<file path="src/rtl/round_key_sequencer.sv">
// AES-128 round-key source: streams the 11 round keys in forward (encrypt) or reverse (decrypt)
// order over a valid/ready interface, using one shared 4-byte S-box bank.
module round_key_sequencer (
    input  logic         i_Clk,
    input  logic         i_Rst,
    input  logic         i_Start,
    input  logic [127:0] i_Key,
    input  logic         i_fEncrypt,
    output logic         o_Idle,
    output logic         o_Valid,
    input  logic         i_Ready,
    output logic [127:0] o_Key,
    output logic [3:0]   o_RoundNum,
    output logic         o_Last
);

    typedef enum logic [1:0] {StIdle, StPrecomp, StEmit} state_t;

    state_t       state_q, state_d;
    logic [127:0] key_q, key_d;
    logic [3:0]   round_q, round_d;
    logic         mode_q, mode_d;

    function automatic logic [7:0] gf_mul(input logic [7:0] a, input logic [7:0] b);
        logic [7:0] p;
        logic [7:0] aa;
        p  = 8'h00;
        aa = a;
        for (int i = 0; i < 8; i++) begin
            if (b[i]) p = p ^ aa;
            aa = {aa[6:0], 1'b0} ^ (aa[7] ? 8'h1b : 8'h00);
        end
        return p;
    endfunction

    // Multiplicative inverse as x^254 (0 maps to 0), followed by the affine transform.
    function automatic logic [7:0] sbox(input logic [7:0] x);
        logic [7:0] x2, x3, x6, x7, x14, x15, x30, x31, x62, x63, x126, x127, b;
        x2   = gf_mul(x, x);
        x3   = gf_mul(x2, x);
        x6   = gf_mul(x3, x3);
        x7   = gf_mul(x6, x);
        x14  = gf_mul(x7, x7);
        x15  = gf_mul(x14, x);
        x30  = gf_mul(x15, x15);
        x31  = gf_mul(x30, x);
        x62  = gf_mul(x31, x31);
        x63  = gf_mul(x62, x);
        x126 = gf_mul(x63, x63);
        x127 = gf_mul(x126, x);
        b    = gf_mul(x127, x127);
        return b ^ {b[6:0], b[7]} ^ {b[5:0], b[7:6]} ^ {b[4:0], b[7:5]} ^ {b[3:0], b[7:4]}
               ^ 8'h63;
    endfunction

    function automatic logic [7:0] rcon(input logic [3:0] r);
        logic [7:0] v;
        case (r)
            4'd1:    v = 8'h01;
            4'd2:    v = 8'h02;
            4'd3:    v = 8'h04;
            4'd4:    v = 8'h08;
            4'd5:    v = 8'h10;
            4'd6:    v = 8'h20;
            4'd7:    v = 8'h40;
            4'd8:    v = 8'h80;
            4'd9:    v = 8'h1b;
            4'd10:   v = 8'h36;
            default: v = 8'h00;
        endcase
        return v;
    endfunction

    logic [31:0]  w0, w1, w2, w3;
    logic [31:0]  inv_w1, inv_w2, inv_w3;
    logic [31:0]  sub_src, rot, sub, t;
    logic [31:0]  f0, f1, f2, f3;
    logic [3:0]   rcon_idx;
    logic         use_inv;
    logic         last;
    logic [127:0] fwd_key, inv_key;

    assign {w0, w1, w2, w3} = key_q;
    assign inv_w3 = w2 ^ w3;
    assign inv_w2 = w1 ^ w2;
    assign inv_w1 = w0 ^ w1;

    // The S-box bank sees w3 for a forward step and the recovered w3' for an inverse step.
    assign use_inv  = (state_q == StEmit) && !mode_q;
    assign sub_src  = use_inv ? inv_w3 : w3;
    assign rot      = {sub_src[23:0], sub_src[31:24]};
    assign sub      = {sbox(rot[31:24]), sbox(rot[23:16]), sbox(rot[15:8]), sbox(rot[7:0])};
    assign rcon_idx = (state_q == StEmit && mode_q) ? round_q + 4'd1 : round_q;
    assign t        = sub ^ {rcon(rcon_idx), 24'h0};

    assign f0 = w0 ^ t;
    assign f1 = f0 ^ w1;
    assign f2 = f1 ^ w2;
    assign f3 = f2 ^ w3;
    assign fwd_key = {f0, f1, f2, f3};
    assign inv_key = {w0 ^ t, inv_w1, inv_w2, inv_w3};

    assign last = (state_q == StEmit) && (mode_q ? (round_q == 4'd10) : (round_q == 4'd0));

    always_comb begin
        state_d = state_q;
        key_d   = key_q;
        round_d = round_q;
        mode_d  = mode_q;
        unique case (state_q)
            StIdle: begin
                if (i_Start) begin
                    key_d  = i_Key;
                    mode_d = i_fEncrypt;
                    if (i_fEncrypt) begin
                        state_d = StEmit;
                        round_d = 4'd0;
                    end else begin
                        state_d = StPrecomp;
                        round_d = 4'd1;
                    end
                end
            end
            StPrecomp: begin
                // round_q doubles as the step counter; it is left at 10 for the first emit.
                key_d = fwd_key;
                if (round_q == 4'd10) begin
                    state_d = StEmit;
                end else begin
                    round_d = round_q + 4'd1;
                end
            end
            StEmit: begin
                if (i_Ready) begin
                    if (last) begin
                        state_d = StIdle;
                    end else if (mode_q) begin
                        key_d   = fwd_key;
                        round_d = round_q + 4'd1;
                    end else begin
                        key_d   = inv_key;
                        round_d = round_q - 4'd1;
                    end
                end
            end
            default: state_d = StIdle;
        endcase
    end

    always_ff @(posedge i_Clk) begin
        if (i_Rst) begin
            state_q <= StIdle;
            key_q   <= '0;
            round_q <= '0;
            mode_q  <= 1'b1;
        end else begin
            state_q <= state_d;
            key_q   <= key_d;
            round_q <= round_d;
            mode_q  <= mode_d;
        end
    end

    assign o_Idle     = (state_q == StIdle);
    assign o_Valid    = (state_q == StEmit);
    assign o_Key      = key_q;
    assign o_RoundNum = round_q;
    assign o_Last     = last;

endmodule

</file>
<file path="config.mk">
export PLATFORM = sky130hd
export DESIGN_NAME = round_key_sequencer
export DESIGN_NICKNAME = d
export VERILOG_FILES = /design/src/rtl/round_key_sequencer.sv
export SDC_FILE = /design/constraint.sdc
export NUM_CORES = 2
export LEC_CHECK = 0
export BUFFER_PORTS_ARGS = -buffer_cell sky130_fd_sc_hd__clkbuf_2
export CORE_MARGIN = 5
export CORE_UTILIZATION = 55
export CTS_CLUSTER_DIAMETER = 30
export DETAILED_ROUTE_END_ITERATION = 8
export MAX_ROUTING_LAYER = met4
export PLACE_DENSITY = 0.75
export RECOVER_POWER = 100
export SLEW_MARGIN = 20
export SYNTH_ARGS = -nofsm -noshare
export SYNTH_HDL_FRONTEND = slang
export SYNTH_SLANG_ARGS = --single-unit
</file>
<file path="constraint.sdc">
create_clock -name i_Clk -period 25.4 [get_ports i_Clk]
set_clock_uncertainty 0.05 [all_clocks]
set_input_delay 2.54 -clock i_Clk [delete_from_list [all_inputs] [get_ports i_Clk]]
set_output_delay 2.54 -clock i_Clk [all_outputs]
set_load 0.05 [all_outputs]
</file>
==> results.sh <==
export IMPL_crit_top_cell="xnor3_1"
export IMPL_cp_arrival_ns=24.73
export IMPL_die_h_um=360.5
export IMPL_cts_root_buf="clkbuf_16"
export IMPL_hpwl_mm=176.5
export IMPL_setup_viol=0
export IMPL_cts_tree="built"
export IMPL_drive_gt1_share_pct=11.74
export IMPL_wl_per_cell_um=23.40
export IMPL_clockBufferDepth=2
export IMPL_port_buffers=267
export IMPL_crit_required_ns=25.76
export IMPL_first_pass_iters=9
export IMPL_cts_max_level=4
export IMPL_clk_latency_ns=0.56
export IMPL_gr_total_overflow=0
export IMPL_whs_ns=0.4520
export IMPL_grt_usage_pct=36.31
export IMPL_start_util_pct=55.43
export IMPL_grt_max_degree=78
export IMPL_min_period_ns=24.37
export IMPL_syn_area_um2=67550
export IMPL_core_area_um2=121900
export IMPL_synth_warnings=0
export IMPL_path_class="reg -> reg"
export IMPL_nets=8929
export IMPL_timing_max_transition_violations_final=54
export IMPL_drtAntennaViolNets=0
export IMPL_drt_iter0_markers=9031
export IMPL_viasPerCell=6.504
export IMPL_numClockSinks=135
export IMPL_antenna_found_initial=8
export IMPL_maxSlewHeadroom_pct=-83.29
export IMPL_hold_viol_final=0
export IMPL_drt_total_wl_mm=243.5
export IMPL_die_area_um2=129900
export IMPL_vias=67700
export IMPL_synth_cell_types=120
export IMPL_synth_edf_count=0
export IMPL_layout_commonest_cell="xnor2_1"
export IMPL_ys_seq_area_share_pct=4.001
export IMPL_num_io_pins=268
export IMPL_gp_congestion=1.044
export IMPL_first_global_vias=63660
export IMPL_ys_async_sr_fraction_pct=0
export IMPL_crit_slowest_cell="xnor2_2"
export IMPL_num_rows=128
export IMPL_syn_area_per_cell_um2=7.726
export IMPL_hp_class="reg -> reg"
export IMPL_endpoint_kind="flop"
export IMPL_crit_fanout=16
export IMPL_max_freq_mhz=41.03
export IMPL_violations="design-rule violations, max-capacitance violations, max-slew violations"
export IMPL_status="finished with violations"
export IMPL_drv_cap=1
export IMPL_synth_ff_latch_count=135
export IMPL_syn_nets=8914
export IMPL_min_period_over_period_pct=95.95
export IMPL_synth_ff_type="dfxtp_1"
export IMPL_path_clk_slew_ns=0.09
export IMPL_syn_inst=8744
export IMPL_cp_start_kind="flop"
export IMPL_fin_setup_tns_ns=0
export IMPL_die_w_um=360.5
export IMPL_cts_made_buffers=17
export IMPL_drc_errors=7
export IMPL_critical_path_max_stage_delay_ns=0.82
export IMPL_area_growth_pct=8.318
export IMPL_final_cell_mix="1365 x xnor2_1, 1161 x nor2_1, 787 x nand2_1"
export IMPL_worst_slew_pin_slew_ns=2.749
export IMPL_grt_pass1_wl_mm=372.1
[worst paths after layout]
path / from / endpoint / slack, ns / cells past startpoint
setup reg to reg: state_q[0] / o_Key[8] / 1.03 / 76
hold reg to reg: state_q[0] / state_q[0] / 0.45 / 2
setup / recovery: state_q[0] / o_Key[8] / 1.03 / 76
hold / removal: state_q[0] / state_q[0] / 0.45 / 2
[cell type report]
cell class / count / area (um2)
multi-input cells: 7806 / 62950
fillers: 10890 / 48700
repair buffers: 685 / 4405
flip-flops and latches: 135 / 2709
well taps: 1625 / 2033
inverters: 114 / 434.2
clock buffers: 17 / 425.4
clock inverters: 15 / 186.4
diodes: 11 / 27.53
[synthesized netlist by cell type, types with 24 or more instances]
master	n	area, um2
xor2_1	566	4957
buf_1	53	198.9
dfxtp_1	135	2703
nor2b_1	48	300.3
a21o_1	26	195.2
clkbuf_1	389	1460
o21ai_0	356	1782
xnor2_1	1455	12740
o211ai_1	73	548.0
nand2_1	790	2965
xor3_1	65	1545
o21a_1	42	315.3
and2_1	62	387.9
a222oi_1	33	330.3
o221ai_1	53	464.2
nor4_1	50	312.8
xnor2_2	81	1318
mux2i_1	228	2282
ha_1	37	462.9
buf_2	176	880.8
and3_1	72	450.4
nand4_1	31	193.9
nand2b_1	55	344.1
o21ai_1	37	185.2
or2_2	27	168.9
or3_1	49	306.5
nor3_1	227	1136
xor2_2	28	455.4
o22ai_1	136	850.8
xnor3_1	464	10450
inv_1	94	352.8
a221oi_1	74	648.1
nor3b_1	24	180.2
a31oi_1	70	437.9
a22oi_1	84	630.6
a211oi_1	83	623.1
nand3_1	157	785.8
nor2_1	1166	4377
nand3b_1	46	345.3
buf_4	62	465.5
a21oi_1	468	2342
mux2_2	37	416.7
o31ai_1	26	195.2
[state kept, by name, indices dropped and copies added, names as in the netlist]
name        cells
o_Key         128
o_RoundNum      4
mode_q          1
state_q         2
[through the flow]
stage / std cells / worst slack [ns] / utilization (%) / area, um2
CTS: 10370 / 0.08328 / 59.29 / 72260
detailed placement: 10330 / -0.2153 / 58.74 / 71590
global route: 10410 / -0.08361 / 60.03 / 73170
floorplan: 8744 / 0.5996 / - / 67550
global placement: 10330 / 0.3142 / 58.74 / 71590
finish: 10410 / 1.029 / 60.04 / 73170
[metal layers]
layer	GRT usage [%]	up-vias	routed length (um)
met1	46.65	32120	96180
met4	14.49	0	11280
met5	-	-	0
met3	9.710	764	30630
li1	-	30720	-
met2	54.53	4099	105400
[cells by family after synthesis]
family,after synthesis,share of synthesized area [%]
fa+ha+maj,37,0.6853
mux,272,4.156
simple gates,2906,19.46
flops,135,4.001
compound gates,1904,18.86
buf+inv,803,5.218
xor+xnor,2687,47.63
[repair_timing]
action / in CTS / in global routing
pin swaps: 1 / 14
gates cloned: 0 / 0
endpoints found under the setup margin: 17 / 128
hold buffers: 0 / 0
buffers inserted: 1 / 32
resized for setup: 4 / 125
[worst max-delay path: cells and delay by family, from the launching register on]
family / cells / cell delay (ns)
XOR/XNOR: 36 / 14.60
adder cells (fa/ha/maj): 4 / 1.42
buffers and inverters: 9 / 1.75
AND/OR/NAND/NOR: 13 / 2.53
AO/OA/AOI/OAI: 14 / 3.43
flip-flops: 1 / 0.35
Power is not shown: default switching activity piles up to over one toggle a cycle in this logic, so the estimate is an artifact.
